File: src/rtl/score_ball_compositor.sv
// score_ball_compositor: ball sprite, decimal score and hit statistics
// merged over the camera stream through a 2-stage pixel pipeline.
module score_ball_compositor #(
  parameter int DIGITS         = 3,
  parameter int SCORE_W        = 10,
  parameter int TEXT_X         = 500,
  parameter int TEXT_Y         = 20,
  parameter int SCALE_LOG2     = 0,
  parameter int TEXT_OPAQUE    = 1,
  parameter int BALL_SIZE      = 20,
  parameter int OFS_W          = 5,
  parameter int HIT_RED_MIN    = 20,
  parameter int HIT_MIN_PIXELS = 40
) (
  input  logic               clk,
  input  logic               reset,
  input  logic               frame_start,
  input  logic               de,
  input  logic [9:0]         x_pixel,
  input  logic [9:0]         y_pixel,
  input  logic [15:0]        camera_pixel,
  input  logic [15:0]        rom_pixel,
  input  logic [SCORE_W-1:0] score,
  input  logic [9:0]         ball_x,
  input  logic [9:0]         ball_y,
  output logic [OFS_W-1:0]   x_offset,
  output logic [OFS_W-1:0]   y_offset,
  output logic [3:0]         red_port,
  output logic [3:0]         green_port,
  output logic [3:0]         blue_port,
  output logic               is_hit_area,
  output logic               hit_frame,
  output logic               bcd_busy
);

  localparam int S  = 1 << SCALE_LOG2;
  localparam int TW = DIGITS * 8 * S;
  localparam int TH = 8 * S;
  localparam int NB0 = SCORE_W / 3 + 1;
  localparam int NB = (NB0 > DIGITS) ? NB0 : DIGITS;
  localparam int CW = $clog2(SCORE_W + 1);
  localparam int unsigned MAXV = 10 ** DIGITS - 1;

  typedef enum logic [1:0] {IDLE, SHIFT, DONE} bcd_state_t;

  bcd_state_t state_q, state_d;

  logic [9:0]          bx, by;
  logic [SCORE_W-1:0]  score_lat;
  logic [4*NB-1:0]     bcd_q, adj;
  logic [SCORE_W-1:0]  bin_q;
  logic [CW-1:0]       cnt_q;
  logic [4*DIGITS-1:0] disp_q;
  logic [15:0]         hit_cnt;

  // frame latch: ball position and score are frozen for the whole frame
  always_ff @(posedge clk) begin
    if (reset) begin
      bx        <= '0;
      by        <= '0;
      score_lat <= '0;
    end else if (frame_start) begin
      bx        <= ball_x;
      by        <= ball_y;
      score_lat <= score;
    end
  end

  always_ff @(posedge clk) begin
    if (reset) state_q <= IDLE;
    else       state_q <= state_d;
  end

  always_comb begin
    state_d = state_q;
    case (state_q)
      SHIFT:   if (cnt_q == CW'(SCORE_W - 1)) state_d = DONE;
      DONE:    state_d = IDLE;
      default: state_d = IDLE;
    endcase
    if (frame_start) state_d = SHIFT;
  end

  always_comb begin
    adj = bcd_q;
    for (int i = 0; i < NB; i++)
      if (bcd_q[4*i +: 4] >= 4'd5)
        adj[4*i +: 4] = bcd_q[4*i +: 4] + 4'd3;
  end

  always_ff @(posedge clk) begin
    if (reset) begin
      bcd_q  <= '0;
      bin_q  <= '0;
      cnt_q  <= '0;
      disp_q <= '0;
    end else if (frame_start) begin
      bcd_q <= '0;
      bin_q <= score;
      cnt_q <= '0;
    end else begin
      case (state_q)
        SHIFT: begin
          {bcd_q, bin_q} <= {adj, bin_q} << 1;
          cnt_q          <= cnt_q + 1'b1;
        end
        DONE: begin
          if (32'(score_lat) > MAXV) disp_q <= {DIGITS{4'd9}};
          else                       disp_q <= bcd_q[4*DIGITS-1:0];
        end
        default: ;
      endcase
    end
  end

  assign bcd_busy = (state_q != IDLE);

  // stage 0: region decode on the incoming coordinate
  logic [9:0]  bdx, bdy;
  logic [10:0] tdx, tdy;
  logic        in_ball0, in_text0, hit0;

  assign bdx      = x_pixel - bx;
  assign bdy      = y_pixel - by;
  assign x_offset = bdx[OFS_W-1:0];
  assign y_offset = bdy[OFS_W-1:0];
  assign in_ball0 = (bdx < 10'(BALL_SIZE)) && (bdy < 10'(BALL_SIZE));
  assign tdx      = {1'b0, x_pixel} - 11'(TEXT_X);
  assign tdy      = {1'b0, y_pixel} - 11'(TEXT_Y);
  assign in_text0 = (tdx < 11'(TW)) && (tdy < 11'(TH));
  assign hit0     = de && in_ball0 &&
                    (camera_pixel[15:11] >= 5'(HIT_RED_MIN));

  always_ff @(posedge clk) begin
    if (reset) begin
      hit_cnt   <= '0;
      hit_frame <= 1'b0;
    end else if (frame_start) begin
      hit_frame <= (hit_cnt >= 16'(HIT_MIN_PIXELS));
      hit_cnt   <= '0;
    end else if (hit0 && hit_cnt != 16'hFFFF) begin
      hit_cnt <= hit_cnt + 16'd1;
    end
  end

  // stage 1
  logic        s1_de, s1_ball, s1_text, s1_hit;
  logic [2:0]  s1_didx, s1_row, s1_col;
  logic [15:0] s1_cam;

  always_ff @(posedge clk) begin
    if (reset) begin
      s1_de   <= 1'b0;
      s1_ball <= 1'b0;
      s1_text <= 1'b0;
      s1_hit  <= 1'b0;
      s1_didx <= '0;
      s1_row  <= '0;
      s1_col  <= '0;
      s1_cam  <= '0;
    end else begin
      s1_de   <= de;
      s1_ball <= in_ball0;
      s1_text <= in_text0;
      s1_hit  <= hit0;
      s1_didx <= 3'(tdx >> (3 + SCALE_LOG2));
      s1_row  <= 3'(tdy >> SCALE_LOG2);
      s1_col  <= 3'(tdx >> SCALE_LOG2);
      s1_cam  <= camera_pixel;
    end
  end

  function automatic logic [63:0] font(input logic [3:0] d);
    case (d)
      4'd0:    font = 64'h3C666E7666663C00;
      4'd1:    font = 64'h1838181818187E00;
      4'd2:    font = 64'h3C66060C30607E00;
      4'd3:    font = 64'h3C66061C06663C00;
      4'd4:    font = 64'h0C1C3C6C7E0C0C00;
      4'd5:    font = 64'h7E607C0606663C00;
      4'd6:    font = 64'h3C607C6666663C00;
      4'd7:    font = 64'h7E060C1818181800;
      4'd8:    font = 64'h3C66663C66663C00;
      4'd9:    font = 64'h3C66663E060C3800;
      default: font = 64'h0;
    endcase
  endfunction

  // leading zeros blank until the first non-zero digit; units always shown
  logic [DIGITS-1:0] shown;
  logic              seen;

  always_comb begin
    seen  = 1'b0;
    shown = '0;
    for (int i = DIGITS - 1; i >= 0; i--) begin
      seen     = seen | (disp_q[4*i +: 4] != 4'd0);
      shown[i] = seen | (i == 0);
    end
  end

  // stage 2: glyph lookup and priority mux
  logic [3:0]  digit;
  logic        shown_sel, lit;
  logic [63:0] glyph;
  logic [7:0]  row_bits;
  logic [15:0] pix;

  always_comb begin
    digit     = '0;
    shown_sel = 1'b0;
    for (int i = 0; i < DIGITS; i++)
      if (s1_didx == 3'(DIGITS - 1 - i)) begin
        digit     = disp_q[4*i +: 4];
        shown_sel = shown[i];
      end
    glyph    = font(digit);
    row_bits = '0;
    for (int r = 0; r < 8; r++)
      if (s1_row == 3'(r)) row_bits = glyph[8*(7-r) +: 8];
    lit = s1_text & shown_sel & row_bits[3'd7 - s1_col];
  end

  always_comb begin
    pix = s1_cam;
    if (!s1_de)                              pix = '0;
    else if (s1_ball && rom_pixel != 16'h0)  pix = rom_pixel;
    else if (lit)                            pix = 16'hFFFF;
    else if (s1_text && TEXT_OPAQUE != 0)    pix = '0;
  end

  logic unused_pix;
  assign unused_pix = ^{pix[11], pix[6:5], pix[0]};

  always_ff @(posedge clk) begin
    if (reset) begin
      red_port    <= '0;
      green_port  <= '0;
      blue_port   <= '0;
      is_hit_area <= 1'b0;
    end else begin
      red_port    <= pix[15:12];
      green_port  <= pix[10:7];
      blue_port   <= pix[4:1];
      is_hit_area <= s1_hit;
    end
  end

endmodule

File: config.mk
export PLATFORM = sky130hd
export DESIGN_NAME = score_ball_compositor
export DESIGN_NICKNAME = d
export VERILOG_FILES = /design/src/rtl/score_ball_compositor.sv
export SDC_FILE = /design/constraint.sdc
export NUM_CORES = 1
export LEC_CHECK = 0
export CAP_MARGIN = 5
export CORE_UTILIZATION = 35
export CTS_BUF_LIST = sky130_fd_sc_hd__clkbuf_4
export CTS_CLUSTER_DIAMETER = 40
export DETAILED_ROUTE_END_ITERATION = 8
export PLACE_DENSITY = 0.62
export SYNTH_ARGS = -nofsm -noshare
export SYNTH_HDL_FRONTEND = slang
export SYNTH_SLANG_ARGS = --single-unit
File: constraint.sdc
create_clock -name clk -period 6.3 [get_ports clk]
set_input_delay 1.26 -clock clk [delete_from_list [all_inputs] [get_ports clk]]
set_output_delay 1.26 -clock clk [all_outputs]
set_load 0.05 [all_outputs]
==> results.rst <==
.. list-table::
   :header-rows: 1

   * - Metric
     - Value
   * - Outcome
     - completed
   * - Max capacitance violation total
     - 0
   * - Routed wire length
     - 17800 um
   * - Depth of the CTS H-tree
     - 4
   * - Die Height
     - 143 um
   * - Post-Syn Nets
     - 994
   * - Hold_buf cts
     - 0
   * - Site Rows
     - 51
   * - Top achievable clock speed
     - 197 MHz
   * - CORE AREA
     - 0.0195 mm2
   * - Register area share after synthesis
     - 35.1%
   * - Endpoints failing hold
     - 0
   * - Gate count of the mapped netlist
     - 869
   * - Antenna violations before repair
     - 1
   * - Global-route wire length before repair
     - 29100 um
   * - Post-route ant nets
     - 0
   * - Post_cts resized
     - 0
   * - FF+latch count, synth
     - 122
   * - Clock transition at the register clock pins on the worst setup and hold paths after CTS
     - 0.12 ns
   * - Share of cells above drive strength 1
     - 5.26%
   * - Die Outline Area
     - 0.0204 mm2
   * - Clock latency on the worst-skew pair
     - 0.54 ns
   * - Worst Setup Path Type
     - in2out
   * - Critical Path Start Type
     - input pin
   * - Final period util
     - 80.7%
   * - Routability cong.
     - 0.897
   * - Hold Crit Class
     - reg2reg
   * - Layout Nets
     - 1081
   * - Clock tree root driver cell
     - sky130_fd_sc_hd__clkbuf_4
   * - P&R area growth vs syn
     - 23.2%
   * - Unrepaired setup endpoints after global routing
     - false
   * - Worst IR drop on VDD
     - 0.130 mV
   * - Number of enable-type register cells in the synthesized netlist
     - 0
   * - Endpoint class of the critical path
     - output pin
   * - I/O pin count
     - 111
   * - GRT Resource Usage Total
     - 17.9%
   * - Average cell area after synthesis
     - 8.00 um2
   * - CTS sink count
     - 122
   * - # port buffers
     - 106
   * - Post-CTS setup buffer count
     - 0
   * - Effective utilization at floorplan
     - 35.7%
   * - Yosys cell types
     - 65
   * - Violation count after the first detailed-routing iteration
     - 364
   * - Maximum number of pins on one net before global-route repair
     - 56
   * - Vias post-DR
     - 6380
   * - Area of the mapped netlist
     - 0.00695 mm2
   * - Total of endpoints with negative setup slack in the final report
     - 0
   * - Static Leakage
     - 3.23 nW
   * - Final total negative setup slack
     - 0 ns
   * - Critical path arrival
     - 3.82 ns
   * - Number of warning messages in the yosys log
     - 0
   * - Floorplan die width
     - 143 um
   * - Worst-Margin Slew
     - 1.11 ns
   * - Clock buffer count from CTS
     - 17
   * - Final clock skew
     - 0.0228 ns
   * - Ys async rst share
     - 0%
   * - Relative max-transition margin
     - 25.5%
   * - Max Slew Vio Count
     - 0
   * - Largest buffer count on any clock path
     - 2
   * - Final critical path time including I/O delays and setup
     - 5.08 ns
   * - TritonCTS clock tree
     - yes
   * - CP Max Fanout
     - 2
   * - Instance area after placement
     - 0.00820 mm2
   * - Post-detailed-placement half-perimeter wirelength
     - 12900 um
   * - Detailed-route wire length per cell
     - 14.4 um
   * - Drt drc
     - 0
   * - Total power divided by cell area
     - 214 mW/mm2
   * - Primary flip-flop cell chosen by synthesis mapping
     - sky130_fd_sc_hd__dfxtp_1
   * - Post-route design area
     - 0.00856 mm2
   * - Detailed-router iteration count before antenna repair
     - 5
   * - Remaining global-route overflow
     - 0
   * - Number of vias per cell after detailed routing
     - 5.17
   * - Critical path required time
     - 5.04 ns
   * - Vias in the first global route
     - 5925
==> cell usage after synthesis (4+ instances only) <==
| cell type | number | share of area [%] |
|---|---|---|
| sky130_fd_sc_hd__and3_1 | 4 | 0.36 |
| sky130_fd_sc_hd__or4_1 | 5 | 0.54 |
| sky130_fd_sc_hd__nand2b_1 | 25 | 2.3 |
| sky130_fd_sc_hd__nor3_1 | 19 | 1.4 |
| sky130_fd_sc_hd__o21a_1 | 5 | 0.54 |
| sky130_fd_sc_hd__ha_1 | 37 | 6.7 |
| sky130_fd_sc_hd__xnor2_1 | 12 | 1.5 |
| sky130_fd_sc_hd__o21ai_0 | 62 | 4.5 |
| sky130_fd_sc_hd__buf_1 | 6 | 0.32 |
| sky130_fd_sc_hd__o211ai_1 | 7 | 0.76 |
| sky130_fd_sc_hd__a21oi_1 | 65 | 4.7 |
| sky130_fd_sc_hd__nor4b_1 | 4 | 0.50 |
| sky130_fd_sc_hd__nand4_1 | 8 | 0.72 |
| sky130_fd_sc_hd__a21o_1 | 5 | 0.54 |
| sky130_fd_sc_hd__a31oi_1 | 15 | 1.4 |
| sky130_fd_sc_hd__or3_1 | 13 | 1.2 |
| sky130_fd_sc_hd__nor4_1 | 11 | 0.99 |
| sky130_fd_sc_hd__a311oi_1 | 4 | 0.50 |
| sky130_fd_sc_hd__or2_2 | 6 | 0.54 |
| sky130_fd_sc_hd__and4_1 | 4 | 0.50 |
| sky130_fd_sc_hd__xor2_1 | 11 | 1.4 |
| sky130_fd_sc_hd__nor2_1 | 108 | 5.8 |
| sky130_fd_sc_hd__inv_1 | 49 | 2.6 |
| sky130_fd_sc_hd__nand3_1 | 24 | 1.7 |
| sky130_fd_sc_hd__dfxtp_1 | 122 | 35 |
| sky130_fd_sc_hd__mux2i_1 | 39 | 5.6 |
| sky130_fd_sc_hd__a22oi_1 | 9 | 0.97 |
| sky130_fd_sc_hd__clkbuf_1 | 33 | 1.8 |
| sky130_fd_sc_hd__a211oi_1 | 10 | 1.1 |
| sky130_fd_sc_hd__nor2b_1 | 25 | 2.3 |
| sky130_fd_sc_hd__nand2_1 | 64 | 3.5 |
==> power by group <==
part | switching [mW] | total (mW) | internal (mW)
sequential | 0.0197 | 0.816 | 0.796
combinational | 0.184 | 0.330 | 0.146
clock | 0.317 | 0.686 | 0.368
total | 0.521 | 1.83 | 1.31
==> area by class of cell <==
cell class / instances / area [um2]
timing repair buffer: 109 / 1070
sequential: 122 / 2440
fill: 1959 / 10900
clock inverter: 13 / 216
inverter: 49 / 184
tap: 265 / 332
clock buffer: 19 / 143
antenna: 1 / 2.50
multi-input combinational: 657 / 4170
==> routing by layer <==
layer | part of all wire (%) | vias to the layer above | track usage [%]
li1 | - | 3259 | -
met1 | 48 | 2956 | 23.6
met2 | 47 | 135 | 29.3
met3 | 3.6 | 30 | 2.82
met4 | 1.5 | 0 | 6.56
met5 | 0 | - | 0
==> metrics by stage <==
| step | setup slack [ns] | power [mW] | util, % | hold slack [ns] | std cells |
|---|---|---|---|---|---|
| 2_1_floorplan | 2.08 | 1.04 | - | 0.414 | 869 |
| 3_3_place_gp | 1.22 | 1.16 | 42.1 | 0.428 | 1202 |
| 3_5_place_dp | 1.21 | 1.16 | 42.1 | 0.445 | 1202 |
| 4_1_cts | 1.20 | 1.85 | 44.0 | 0.449 | 1234 |
| 5_1_grt | 1.10 | 1.92 | 44.0 | 0.461 | 1235 |
| 6_report | 1.22 | 1.83 | 44.0 | 0.439 | 1235 |
==> cell usage in the layout (no fill, tap or decap), types with 4 or more instances in the layout <==
cell type / instances
sky130_fd_sc_hd__nor3_1: 19
sky130_fd_sc_hd__and4_1: 4
sky130_fd_sc_hd__bufinv_16: 5
sky130_fd_sc_hd__o211ai_1: 7
sky130_fd_sc_hd__xor2_1: 11
sky130_fd_sc_hd__ha_1: 37
sky130_fd_sc_hd__a21o_1: 5
sky130_fd_sc_hd__mux2i_1: 39
sky130_fd_sc_hd__nand2_1: 64
sky130_fd_sc_hd__nor4_1: 11
sky130_fd_sc_hd__or3_1: 13
sky130_fd_sc_hd__a311oi_1: 4
sky130_fd_sc_hd__or4_1: 5
sky130_fd_sc_hd__xnor2_1: 12
sky130_fd_sc_hd__or2_2: 6
sky130_fd_sc_hd__a31oi_1: 15
sky130_fd_sc_hd__and3_1: 4
sky130_fd_sc_hd__nor4b_1: 4
sky130_fd_sc_hd__inv_1: 49
sky130_fd_sc_hd__a22oi_1: 9
sky130_fd_sc_hd__nand2b_1: 25
sky130_fd_sc_hd__o21a_1: 5
sky130_fd_sc_hd__o21ai_0: 62
sky130_fd_sc_hd__nor2b_1: 25
sky130_fd_sc_hd__clkdlybuf4s50_1: 104
sky130_fd_sc_hd__clkbuf_4: 19
sky130_fd_sc_hd__a211oi_1: 10
sky130_fd_sc_hd__dfxtp_1: 122
sky130_fd_sc_hd__nand4_1: 8
sky130_fd_sc_hd__nor2_1: 108
sky130_fd_sc_hd__nand3_1: 24
sky130_fd_sc_hd__a21oi_1: 65
==> cells by family after synthesis <==
| kind of cell | synth area share, % |
|---|---|
| AOI/OAI and AO/OA | 19.1 |
| xor gates and xnor gates | 3.13 |
| adders and majority gates | 7.24 |
| buffers and inverters | 4.90 |
| DFF | 35.1 |
| muxes | 6.10 |
| and+or+nand+nor | 24.4 |
==> flip-flops by register name, indices dropped and copies added, names as in the netlist, 2 cells and up <==
name and flops:
hit_cnt 16, bcd_q 12, disp_q 12, s1_cam 12, bin_q 10, bx 10
by 10, score_lat 7, blue_port 4, cnt_q 4, green_port 4, red_port 4
s1_col 3, s1_didx 3, s1_row 3, state_q 2
==> worst max-delay path: stages <==
cell,delay (ns)
sky130_fd_sc_hd__clkdlybuf4s50_1,0.46
sky130_fd_sc_hd__inv_1,0.05
sky130_fd_sc_hd__ha_1,0.23
sky130_fd_sc_hd__fa_1,0.42
sky130_fd_sc_hd__nand2b_1,0.19
sky130_fd_sc_hd__nand2b_1,0.08
sky130_fd_sc_hd__nand2_1,0.06
sky130_fd_sc_hd__a21oi_1,0.22
sky130_fd_sc_hd__clkdlybuf4s50_1,0.85
==> path summary, 6_finish.rpt <==
kind | startpoint | to | slack [ns] | cells past startpoint
hold reg to reg | s1_hit | is_hit_area | 0.44 | 1
hold / removal | s1_hit | is_hit_area | 0.44 | 1
setup reg to reg | s1_didx[1] | blue_port[3] | 1.93 | 11
setup / recovery | x_pixel[0] | x_offset[4] | 1.22 | 9
Note: power is estimated with default switching activity, not from simulation.
